<file path="config.mk">
export PLATFORM = sky130hd
export DESIGN_NAME = spi_flash_reader
export DESIGN_NICKNAME = d
export VERILOG_FILES = /design/src/rtl/spi_flash_reader.sv
export SDC_FILE = /design/constraint.sdc
export NUM_CORES = 1
export LEC_CHECK = 0
export ABC_AREA = 1
export BUFFER_PORTS_ARGS = -buffer_cell sky130_fd_sc_hd__buf_2
export CORE_MARGIN = 2
export CORE_UTILIZATION = 40
export CTS_CLUSTER_DIAMETER = 50
export DETAILED_ROUTE_END_ITERATION = 8
export GPL_TIMING_DRIVEN = 1
export SLEW_MARGIN = 0
export SYNTH_ARGS = -nofsm -noshare
export SYNTH_HDL_FRONTEND = slang
export SYNTH_SLANG_ARGS = --single-unit
</file>
<file path="constraint.sdc">
create_clock -name i_clk -period 4.5 [get_ports i_clk]
set_clock_uncertainty 0.15 [all_clocks]
set_input_delay 0 -clock i_clk [delete_from_list [all_inputs] [get_ports i_clk]]
set_output_delay 0 -clock i_clk [all_outputs]
set_load 0.03 [all_outputs]
</file>
<file path="src/rtl/spi_flash_reader.sv">
// SPI flash READ (0x03) sequencer driving a byte-wide SPI master's two-register bus.
// Sends command plus 24-bit address, then streams N received bytes out with valid/ready.
module spi_flash_reader #(
    parameter int unsigned LEN_W    = 8,
    parameter logic [7:0]  CMD_READ = 8'h03
) (
    input  logic             i_clk,
    input  logic             i_reset,
    input  logic             i_start,
    input  logic [23:0]      i_addr,
    input  logic [LEN_W-1:0] i_len,
    output logic             o_busy,
    output logic             o_done,
    output logic             o_valid,
    output logic [7:0]       o_data,
    input  logic             i_ready,
    output logic             o_spi_addr,
    output logic             o_spi_cs,
    output logic             o_spi_we,
    output logic [7:0]       o_spi_dat,
    input  logic [7:0]       i_spi_dat
);

    typedef enum logic [2:0] {
        StIdle, StSel, StTxWr, StTxWait, StRxRd, StOut, StDesel, StDone
    } state_t;

    state_t           r_state, w_state_d;
    logic [23:0]      r_addr, w_addr_d;
    logic [LEN_W-1:0] r_len, w_len_d;
    logic [LEN_W-1:0] r_count, w_count_d, w_count_inc;
    logic [1:0]       r_phase, w_phase_d;
    logic             r_data_ph, w_data_ph_d;
    logic             r_valid, w_valid_d;
    logic [7:0]       r_data, w_data_d;
    logic             r_busy, r_done;
    logic             r_spi_addr, r_spi_cs, r_spi_we;
    logic [7:0]       r_spi_dat;
    logic             w_spi_addr, w_spi_cs, w_spi_we;
    logic [7:0]       w_spi_dat, w_tx_byte;

    assign w_count_inc = r_count + LEN_W'(1);

    always_comb begin
        w_state_d   = r_state;
        w_addr_d    = r_addr;
        w_len_d     = r_len;
        w_count_d   = r_count;
        w_phase_d   = r_phase;
        w_data_ph_d = r_data_ph;
        w_valid_d   = r_valid;
        w_data_d    = r_data;
        unique case (r_state)
            StIdle: begin
                if (i_start) begin
                    w_addr_d    = i_addr;
                    w_len_d     = i_len;
                    w_count_d   = '0;
                    w_phase_d   = 2'd0;
                    w_data_ph_d = 1'b0;
                    w_state_d   = (i_len == '0) ? StDone : StSel;
                end
            end
            StSel:  w_state_d = StTxWr;
            StTxWr: w_state_d = StTxWait;
            StTxWait: begin
                if (!i_spi_dat[7]) begin
                    if (r_data_ph) begin
                        w_state_d = StRxRd;
                    end else begin
                        if (r_phase == 2'd3) begin
                            w_data_ph_d = 1'b1;
                        end else begin
                            w_phase_d = r_phase + 2'd1;
                        end
                        w_state_d = StTxWr;
                    end
                end
            end
            StRxRd: begin
                w_data_d  = i_spi_dat;
                w_valid_d = 1'b1;
                w_state_d = StOut;
            end
            StOut: begin
                // Full backpressure: the next SPI byte starts only after this handshake.
                if (i_ready) begin
                    w_valid_d = 1'b0;
                    w_count_d = w_count_inc;
                    w_state_d = (w_count_inc == r_len) ? StDesel : StTxWr;
                end
            end
            StDesel: w_state_d = StDone;
            StDone:  w_state_d = StIdle;
            default: w_state_d = StIdle;
        endcase
    end

    always_comb begin
        w_tx_byte = 8'h00;
        if (!w_data_ph_d) begin
            unique case (w_phase_d)
                2'd0: w_tx_byte = CMD_READ;
                2'd1: w_tx_byte = w_addr_d[23:16];
                2'd2: w_tx_byte = w_addr_d[15:8];
                2'd3: w_tx_byte = w_addr_d[7:0];
                default: w_tx_byte = 8'h00;
            endcase
        end
    end

    // Bus outputs are decoded from the next state so they line up with the state that owns them.
    always_comb begin
        w_spi_addr = 1'b0;
        w_spi_cs   = 1'b0;
        w_spi_we   = 1'b0;
        w_spi_dat  = 8'h00;
        unique case (w_state_d)
            StSel: begin
                w_spi_cs  = 1'b1;
                w_spi_we  = 1'b1;
                w_spi_dat = 8'h01;
            end
            StTxWr: begin
                w_spi_cs   = 1'b1;
                w_spi_we   = 1'b1;
                w_spi_addr = 1'b1;
                w_spi_dat  = w_tx_byte;
            end
            StTxWait: w_spi_cs = 1'b1;
            StRxRd: begin
                w_spi_cs   = 1'b1;
                w_spi_addr = 1'b1;
            end
            StDesel: begin
                w_spi_cs = 1'b1;
                w_spi_we = 1'b1;
            end
            default: begin
                w_spi_cs = 1'b0;
            end
        endcase
    end

    always_ff @(posedge i_clk) begin
        if (i_reset) begin
            r_state    <= StIdle;
            r_addr     <= '0;
            r_len      <= '0;
            r_count    <= '0;
            r_phase    <= 2'd0;
            r_data_ph  <= 1'b0;
            r_valid    <= 1'b0;
            r_data     <= 8'h00;
            r_busy     <= 1'b0;
            r_done     <= 1'b0;
            r_spi_addr <= 1'b0;
            r_spi_cs   <= 1'b0;
            r_spi_we   <= 1'b0;
            r_spi_dat  <= 8'h00;
        end else begin
            r_state    <= w_state_d;
            r_addr     <= w_addr_d;
            r_len      <= w_len_d;
            r_count    <= w_count_d;
            r_phase    <= w_phase_d;
            r_data_ph  <= w_data_ph_d;
            r_valid    <= w_valid_d;
            r_data     <= w_data_d;
            r_busy     <= (w_state_d != StIdle);
            r_done     <= (w_state_d == StDone);
            r_spi_addr <= w_spi_addr;
            r_spi_cs   <= w_spi_cs;
            r_spi_we   <= w_spi_we;
            r_spi_dat  <= w_spi_dat;
        end
    end

    assign o_busy     = r_busy;
    assign o_done     = r_done;
    assign o_valid    = r_valid;
    assign o_data     = r_data;
    assign o_spi_addr = r_spi_addr;
    assign o_spi_cs   = r_spi_cs;
    assign o_spi_we   = r_spi_we;
    assign o_spi_dat  = r_spi_dat;

endmodule
</file>
==> results of run 1 <==
## timing repair
action	CTS	global route
hold buffers	42	0
endpoints found under the hold margin	50	0
setup endpoints to repair	0	0
## through the flow
stage | util (%) | cells
after floorplan | - | 395
after global placement | 46.8 | 549
after detailed placement | 46.8 | 549
after CTS | 55.1 | 606
after global routing | 55.1 | 606
final | 55.1 | 606
## layout make-up
type                    count  area [um^2]
inverters                  43          163
fillers                   687         3250
clock buffers              10          128
flip-flops and latches     68         1360
well taps                  99          124
repair buffers            107          746
clock inverters             5         53.8
multi-input cells         274         1420
## kinds of logic (layout without fill, tap and decap cells)
kind of cell	Yosys count	after routing	share of synthesized area, %
buffers and inverters	53	165	7.10
adder cells (fa/ha/maj)	1	1	0.417
flip-flops	68	68	45.4
multiplexers	23	23	7.68
AND/OR/NAND/NOR	196	196	29.5
AO/OA/AOI/OAI	54	54	9.93
## where the power goes
part           internal [W]  leakage [nW]  total (W)  switching [W]
clock network      0.000251        0.0959   0.000480       0.000229
logic             0.0000885          1.18   0.000207       0.000119
registers          0.000634         0.555   0.000645      0.0000111
total              0.000973          1.83    0.00133       0.000359
## metal layers
| metal | global-route usage, % | up-vias | wire length [um] |
|---|---|---|---|
| li1 | - | 1497 | - |
| met1 | 25.1 | 1288 | 3440 |
| met2 | 30.3 | 56 | 3500 |
| met3 | 3.09 | 16 | 264 |
| met4 | 8.59 | 0 | 172 |
| met5 | 0 | - | 0 |
## critical path, stage by stage (launching register included)
cell,delay (ps)
dfxtp_1,380
inv_1,60
nand2_1,120
nor2_2,70
nand2_4,470
inv_2,140
o21ai_4,210
inv_1,90
nand2_1,100
o21ai_0,100
o21ai_1,170
nor2_2,50
nor2_1,80
nor2_1,40
## placed cells by master (no fill, tap or decap)
cell,count
nor2_1,76
dfxtp_1,68
nand2_1,67
buf_2,65
dlygate4sd3_1,42
inv_1,38
mux2i_1,23
o21ai_0,22
a21oi_1,20
nand3_1,20
nor3_1,11
clkbuf_8,9
nand2_2,6
o22ai_1,5
nor2_2,4
clkinv_2,4
inv_2,3
nor2_4,3
nand4_1,3
o21ai_1,2
nand2_4,1
o21ai_4,1
clkinv_1,1
o311ai_0,1
nor4_4,1
a31oi_1,1
nand3_2,1
and3_1,1
nand4_4,1
o21a_1,1
o211ai_1,1
or2_2,1
ha_1,1
bufinv_16,1
clkinv_4,1
clkbuf_1,1
## cells in the mapped netlist (4+ instances only)
library cell and number:
nor2_1 76, dfxtp_1 68, nand2_1 67, inv_1 38, mux2i_1 23, o21ai_0 22, a21oi_1 20, nand3_1 20
nor3_1 11, clkbuf_1 7, nand2_2 6, o22ai_1 5, nor2_2 4
## flip-flops by register name (all words and copies together) (netlist names)
name        cells
o_spi_dat       8
r_len           8
r_state         3
o_valid         1
r_count         8
r_data_ph       1
o_done          1
o_spi_cs        1
o_spi_we        1
o_busy          1
r_addr         24
r_phase         2
o_spi_addr      1
o_data          8
## worst min-delay path by stage
| stage | start | to | slack (ps) | depth (start not counted) |
|---|---|---|---|---|
| 2_1_floorplan | i_len[3] | r_len[3] | -7 | 2 |
| 3_3_place_gp | i_spi_dat[6] | o_data[6] | 100 | 3 |
| 3_5_place_dp | i_spi_dat[0] | o_data[0] | 110 | 3 |
| 4_1_cts | i_reset | r_addr[19] | 70 | 2 |
| 5_1_grt | i_reset | r_addr[20] | 110 | 2 |
| 6_report | i_reset | o_spi_dat[0] | 80 | 2 |
==> impl_metrics.env, run 1 <==
export IMPL_critical_path_startpoint="r_state[0]"
export IMPL_post_route_period_util_pct=53.0
export IMPL_start_kind="register"
export IMPL_syn_area_um2=3000
export IMPL_cts_sinks=68
export IMPL_place_ws_ps=2140
export IMPL_dieArea_um2=8200
export IMPL_fp_row_count=31
export IMPL_cts_tree="yes"
export IMPL_ys_types=34
export IMPL_worstMarginPinSlew_ps=810
export IMPL_diodes=0
export IMPL_grt_setup_unrepaired="false"
export IMPL_clockBufferDepth=2
export IMPL_outcome="finished clean"
export IMPL_antenna_found_initial=0
export IMPL_cp_data_required_time_ps=4550
export IMPL_grt_max_degree=44
export IMPL_drcViolationCount=0
export IMPL_grt_pass1_wl_um=12400
export IMPL_yosys_warnings=0
export IMPL_io_pins=66
export IMPL_endpoint="o_spi_dat[0]"
export IMPL_setup_tns_ps=0
export IMPL_setup_viol_count_final=0
export IMPL_synthArstFlopShare_pct=0
export IMPL_wirelength_um=7370
export IMPL_synth_cells=395
export IMPL_grt_pass1_vias=2676
export IMPL_synthesis_nets=440
export IMPL_drv_cap=0
export IMPL_cp_arrival_ps=2440
export IMPL_maxSlewViolCount=0
export IMPL_whs_ps=83.9
export IMPL_slew_headroom_pct=46.0
export IMPL_die_width_um=90.6
export IMPL_dr_pass1_iters=4
export IMPL_synth_edff_count=0
export IMPL_p_per_area_nw_per_um2=333
export IMPL_p_total_w=0.00133
export IMPL_placed_cell_area_um2=3400
export IMPL_hold_class="input pin to register"
export IMPL_start_util_pct=41.3
export IMPL_rr_endpoint="o_spi_dat[0]"
export IMPL_synth_flop_cell="dfxtp_1"
export IMPL_fin_crit_ps=2380
export IMPL_cts_buffers=9
export IMPL_ant_nets=0
export IMPL_synthToLayoutAreaGrowth_pct=33.4
export IMPL_r2r_start="r_state[0]"
export IMPL_drive_above_1_share_pct=20.1
export IMPL_synth_seq_area_share_pct=45.4
export IMPL_crit_path_max_fanout=43
export IMPL_final_area_um2=4000
export IMPL_syn_avg_cell_area_um2=7.59
export IMPL_reg2reg_slack_ps=2120
export IMPL_yosys_area_top_type="dfxtp_1"
export IMPL_grt_use_total_pct=19.0
export IMPL_grt_overflow=0
export IMPL_post_cts_buffers=0
export IMPL_finalHoldViolCount=0
export IMPL_insertion_delay_ps=340
export IMPL_h_tree_depth=3
export IMPL_netlist_area_leader_share_pct=45.4
export IMPL_reg2reg_depth=13
export IMPL_vias_per_cell=4.71
export IMPL_cp_end_kind="register"
export IMPL_core_um2=7250
export IMPL_leakage_nw=1.83
export IMPL_drt_iter0_markers=109
export IMPL_nNetsFinal=548
export IMPL_port_buffers=65
export IMPL_max_freq_mhz=419
export IMPL_worstSetupPathType="register to register"
export IMPL_cts_root_buf="clkbuf_8"
export IMPL_cts_resized=0
export IMPL_path_clk_slew_ps=70
export IMPL_setup_ws_ps=2120
export IMPL_synth_top_cells_by_area="dfxtp_1 45%, nor2_1 9.5%, nand2_1 8.4%"
export IMPL_dp_final_hpwl_um=5000
export IMPL_wl_per_cell_um=12.2
export IMPL_die_y_um=90.6
export IMPL_vdd_ir_drop_worst_uv=183
export IMPL_vias=2857
export IMPL_gp_congestion=0.813
export IMPL_ys_ff_latch=68
(Power assumes the default switching activity.)
==> run 2: changes to the inputs <==
==> constraint.sdc (replaced) <==
create_clock -name i_clk -period 2.05 [get_ports i_clk]
set_clock_uncertainty 0.15 [all_clocks]
set_input_delay 0 -clock i_clk [delete_from_list [all_inputs] [get_ports i_clk]]
set_output_delay 0 -clock i_clk [all_outputs]
set_load 0.03 [all_outputs]
==> run 2 against run 1 <==
Cell area increased by 5.5%; flip-flop and latch count is the same; die area is the same; hold slack improved by 200 ps; sequential share of layout area decreased by 1.4 points; global-route usage grew 0.89 points; worst setup slack got worse by 2000 ps; total power is 110% higher; via count is 2.4% higher; clock-buffer cell count increased by 1; largest cell class unchanged; largest power group unchanged.
==> impl_metrics.env, run 2 (synthesis results as in run 1) <==
export IMPL_outcome="finished clean"
export IMPL_cts_buffers=9
export IMPL_dr_pass1_iters=4
export IMPL_dp_cells=557
export IMPL_die_width_um=90.6
export IMPL_worstMarginPinSlew_ps=467
export IMPL_maxSlewViolCount=0
export IMPL_cp_end_kind="register"
export IMPL_topRoutingLayerUsed="met4"
export IMPL_diodes=0
export IMPL_grt_pass1_vias=2824
export IMPL_drcViolationCount=0
export IMPL_drive_above_1_share_pct=27.8
export IMPL_multi_input_area_um2=1540
export IMPL_core_um2=7250
export IMPL_reg2reg_slack_ps=70
export IMPL_drv_cap=0
export IMPL_path_clk_slew_ps=80
export IMPL_setup_tns_ps=0
export IMPL_largest_register="r_addr"
export IMPL_worstSetupPathType="register to register"
export IMPL_antenna_found_initial=0
export IMPL_r2r_start="r_count[1]"
export IMPL_port_buffers=65
export IMPL_wirelength_um=7900
export IMPL_cp_data_required_time_ps=2140
export IMPL_vias_per_cell=4.71
export IMPL_fin_crit_ps=1980
export IMPL_grt_use_total_pct=19.9
export IMPL_cts_tree="yes"
export IMPL_setup_viol_count_final=0
export IMPL_drt_iter0_markers=86
export IMPL_leakage_nw=1.92
export IMPL_holdPathStages=4
export IMPL_gp_congestion=0.792
export IMPL_grt_max_degree=37
export IMPL_p_per_area_nw_per_um2=676
export IMPL_min_from="i_spi_dat[1]"
export IMPL_slew_headroom_pct=68.8
export IMPL_start_kind="register"
export IMPL_nNetsFinal=562
export IMPL_place_ws_ps=-1.36
export IMPL_dp_final_hpwl_um=5000
export IMPL_critical_path_startpoint="r_count[1]"
export IMPL_seqCellArea_um2=1380
export IMPL_cp_arrival_ps=2070
export IMPL_clockBufferDepth=2
export IMPL_wl_met3_um=201
export IMPL_grt_overflow=0
export IMPL_dieArea_um2=8200
export IMPL_vias=2926
export IMPL_setup_ws_ps=69.8
export IMPL_grt_pass1_wl_um=13000
export IMPL_fillers=690
export IMPL_cts_sinks=68
export IMPL_synthToLayoutAreaGrowth_pct=40.8
export IMPL_fp_row_count=31
export IMPL_finalHoldViolCount=0
export IMPL_instances_no_fill=621
export IMPL_cts_root_buf="clkbuf_8"
export IMPL_max_freq_mhz=505
export IMPL_critPathSlowestCell="dfxtp_4"
export IMPL_critPathMaxStageDelay_ps=380
export IMPL_h_tree_depth=3
export IMPL_hold_class="input pin to register"
export IMPL_start_util_pct=41.3
export IMPL_layout_common_cells="72 x nor2_1, 65 x buf_2, 58 x dfxtp_1, 57 x nand2_1, 45 x dlygate4sd3_1"
export IMPL_final_common_cell="nor2_1"
export IMPL_worstPathCellList="ha_4 -> nand3_4 -> nor2_4 -> nand2_2 -> nand3_2 -> nand2_1 -> nor2_1 -> nand3_1 -> nand2_2 -> nand2_4 -> nand4_4 -> nor2_4 -> nor2_2 -> nor2_1"
export IMPL_crit_path_max_fanout=5
export IMPL_rr_endpoint="o_spi_dat[0]"
export IMPL_die_y_um=90.6
export IMPL_wl_per_cell_um=12.7
export IMPL_met1_length_um=3610
export IMPL_endpoint="o_spi_dat[0]"
export IMPL_io_pins=66
export IMPL_ant_nets=0
export IMPL_grt_setup_unrepaired="true"
export IMPL_post_route_period_util_pct=96.6
export IMPL_vdd_ir_drop_worst_uv=361
export IMPL_largest_reg_flops=24
export IMPL_insertion_delay_ps=350
export IMPL_met2_length_um=3910
export IMPL_reg2reg_depth=14
==> run 2: cell types whose count changed in the layout (fill, tap and decap cells not counted), sizes merged <==
cell / delta
dlygate4sd3: +3
nand4: +1
bufinv: -1
clkinv: +1
buf: +10
clkbuf: +1
==> run 2: layout make-up <==
| cell class | instances | share of cell area, % |
|---|---|---|
| clock buffers | 11 | 3.11 |
| repair buffers | 120 | 20.2 |
| inverters | 43 | 3.91 |
| clock inverters | 5 | 0.682 |
| flip-flops and latches | 68 | 32.6 |
| well taps | 99 | 2.94 |
| multi-input cells | 275 | 36.5 |
==> run 2: worst min path at each step <==
stage / endpoint
global route: o_data[5]
floorplan: r_len[3]
CTS: o_data[1]
detailed placement: o_data[1]
finish: o_data[1]
global placement: o_data[3]
==> run 2: worst max-delay path: cells and delay by family (launching register included) <==
kind | cells | cell delay (ps)
fa+ha+maj | 1 | 160
flops | 1 | 380
simple gates | 13 | 1180
==> run 2: layer usage <==
metal  up-vias  global-route usage [%]
met2        38                    32.8
li1       1528                       -
met5         -                       0
met4         0                    8.46
met1      1346                    24.7
met3        14                    4.76
==> run 2: timing repair <==
action,4_1_cts,5_1_grt
hold endpoints to repair,51,0
cloned,1,0
hold buffers,45,0
gates resized for setup,3,40
pin swaps,0,15
setup endpoints to repair,1,14
setup buffers,0,2
==> run 2: report_power, final <==
part           total, W  internal, W  switching, W
clock          0.000936     0.000433      0.000503
combinational  0.000499     0.000222      0.000277
sequential      0.00142      0.00139     0.0000265
total           0.00285      0.00205      0.000807
==> run 2: per-stage QoR <==
stage | area (um^2) | total power (W) | hold slack, ps | util [%]
finish | 4220 | 0.00285 | 284 | 58.2
global route | 4220 | 0.00300 | 287 | 58.2
CTS | 4090 | 0.00285 | 275 | 56.3
detailed placement | 3460 | 0.00185 | 107 | 47.7
global placement | 3460 | 0.00184 | 94.8 | 47.7
floorplan | 3000 | 0.00173 | -7.14 | -
==> run 3: changes to the inputs <==
--- a/config.mk
+++ b/config.mk
@@ -6,11 +6,11 @@
 export NUM_CORES = 1
 export LEC_CHECK = 0
 export ABC_AREA = 1
-export BUFFER_PORTS_ARGS = -buffer_cell sky130_fd_sc_hd__buf_2
 export CORE_MARGIN = 2
 export CORE_UTILIZATION = 40
 export CTS_CLUSTER_DIAMETER = 50
 export DETAILED_ROUTE_END_ITERATION = 8
+export DONT_BUFFER_PORTS = 1
 export GPL_TIMING_DRIVEN = 1
 export SLEW_MARGIN = 0
 export SYNTH_ARGS = -nofsm -noshare
==> run 3 against run 2 <==
Non-clock buffer count decreased by 64; highest routed layer unchanged; global-route usage decreased by 1.3 points; largest cell class unchanged; total power increased by 1.7%.
==> impl_metrics.env, run 3 (synthesis results as in run 1) <==
export IMPL_grt_setup_unrepaired="true"
export IMPL_multi_input_area_um2=1490
export IMPL_clockBufferDepth=2
export IMPL_slew_headroom_pct=68.6
export IMPL_drcViolationCount=0
export IMPL_nNetsFinal=498
export IMPL_dp_final_hpwl_um=4840
export IMPL_worstPathCellList="inv_1 -> nand2_2 -> nor2_2 -> nand2_4 -> inv_2 -> o21ai_4 -> inv_1 -> nand2_1 -> nor2_1 -> nor3_1 -> nor3_1"
export IMPL_cts_buffers=9
export IMPL_dr_pass1_iters=4
export IMPL_cts_tree="yes"
export IMPL_drive_above_1_share_pct=15.5
export IMPL_seqCellArea_um2=1370
export IMPL_instances_no_fill=556
export IMPL_h_tree_depth=3
export IMPL_grt_met3_usage_pct=4.42
export IMPL_leakage_nw=1.62
export IMPL_busiest_layer="met2"
export IMPL_die_y_um=90.6
export IMPL_holdPathStages=7
export IMPL_grt_use_total_pct=18.6
export IMPL_vias=2721
export IMPL_diodes=0
export IMPL_cp_end_kind="register"
export IMPL_drv_cap=0
export IMPL_maxSlewViolCount=0
export IMPL_vias_per_cell=4.89
export IMPL_dp_cells=493
export IMPL_cp_arrival_ps=2050
export IMPL_die_width_um=90.6
export IMPL_setup_viol_count_final=0
export IMPL_wirelength_um=7360
export IMPL_largest_reg_flops=24
export IMPL_final_common_cell="nor2_1"
export IMPL_critPathSlowestCell="dfxtp_1"
export IMPL_fillers=703
export IMPL_cts_root_buf="clkbuf_8"
export IMPL_core_um2=7250
export IMPL_insertion_delay_ps=340
export IMPL_outcome="finished clean"
export IMPL_whs_ps=61.7
export IMPL_critPathMaxStageDelay_ps=370
export IMPL_largest_register="r_addr"
export IMPL_reg2reg_depth=11
export IMPL_start_util_pct=41.3
export IMPL_wl_per_cell_um=13.2
export IMPL_crit_path_max_fanout=7
export IMPL_max_freq_mhz=507
export IMPL_path_clk_slew_ps=70
export IMPL_grt_pass1_vias=2723
export IMPL_synthToLayoutAreaGrowth_pct=29.3
export IMPL_p_per_area_nw_per_um2=749
export IMPL_gp_congestion=0.819
export IMPL_antenna_found_initial=0
export IMPL_setup_ws_ps=76.7
export IMPL_fp_row_count=31
export IMPL_drt_iter0_markers=125
export IMPL_worstSetupPathType="register to register"
export IMPL_use_met1_pct=22.1
export IMPL_start_kind="register"
export IMPL_port_buffers=0
export IMPL_grt_max_degree=43
export IMPL_vdd_ir_drop_worst_uv=511
export IMPL_cts_sinks=68
export IMPL_grt_overflow=0
export IMPL_layout_common_cells="72 x nor2_1, 64 x nand2_1, 60 x dfxtp_1, 44 x dlygate4sd3_1, 37 x inv_1"
export IMPL_fin_crit_ps=1970
export IMPL_post_route_period_util_pct=96.3
export IMPL_use_met2_pct=31.7
export IMPL_hold_class="input pin to register"
export IMPL_worstMarginPinSlew_ps=471
export IMPL_io_pins=66
export IMPL_dieArea_um2=8200
export IMPL_place_ws_ps=66.9
export IMPL_grt_pass1_wl_um=12300
export IMPL_finalHoldViolCount=0
export IMPL_cp_data_required_time_ps=2130
export IMPL_ant_nets=0
run 3: changes by cell type in the layout (fill, tap and decap cells not counted), moves of 2 or more:
| cell | before | now |
|---|---|---|
| buf_2 | 65 | 0 |
| buf_4 | 9 | 11 |
| dfxtp_2 | 9 | 7 |
| nor2_2 | 5 | 8 |
| nand2_1 | 57 | 64 |
| nand2_4 | 4 | 2 |
| inv_1 | 35 | 37 |
| dfxtp_1 | 58 | 60 |
| nand2_2 | 13 | 8 |
| nor2_4 | 6 | 3 |
run 3: final timing paths:
path / to / slack [ps] / start
min reg2reg: r_len[5] / 320 / r_len[5]
min: r_state[1] / 60 / i_spi_dat[7]
max: o_spi_dat[6] / 80 / r_state[1]
max reg2reg: o_spi_dat[6] / 80 / r_state[1]
run 3: final cells by class:
class | count | share of cell area [%]
inverters | 43 | 4.20
well taps | 99 | 3.20
clock inverters | 5 | 1.39
clock buffers | 10 | 3.29
multi-input cells | 275 | 38.5
repair buffers | 56 | 14.0
flip-flops and latches | 68 | 35.4
run 3: per-layer routing:
layer	wire length, um	up-vias
met4	142	0
met3	252	15
li1	-	1396
met5	0	-
met1	3250	1256
met2	3720	54
run 3: critical path, delay by kind of cell (launching register included):
kind | cells | cell delay, ps
AND/OR/NAND/NOR | 7 | 880
flip-flops | 1 | 370
buffers and inverters | 3 | 250
AO/OA/AOI/OAI | 1 | 210
run 3: where the power goes:
| group | internal (W) | total, W | switching [W] | leakage [nW] |
|---|---|---|---|---|
| clock | 0.000551 | 0.00104 | 0.000493 | 0.0959 |
| sequential | 0.00139 | 0.00145 | 0.0000581 | 0.559 |
| combinational | 0.000182 | 0.000409 | 0.000227 | 0.968 |
run 3: stage by stage:
step	TNS, ps	area (um^2)	power [W]	utilization, %
2_1_floorplan	0	3000	0.00173	-
3_3_place_gp	0	3140	0.00177	43.3
3_5_place_dp	0	3140	0.00178	43.3
4_1_cts	0	3780	0.00291	52.1
5_1_grt	-381	3880	0.00305	53.4
6_report	0	3880	0.00290	53.4
run 3: timing repair:
action | 4_1_cts | 5_1_grt
hold buffers | 45 | 0
setup endpoints to repair | 0 | 14
resized for setup | 0 | 24
endpoints found under the hold margin | 68 | 0
buffers inserted | 0 | 2
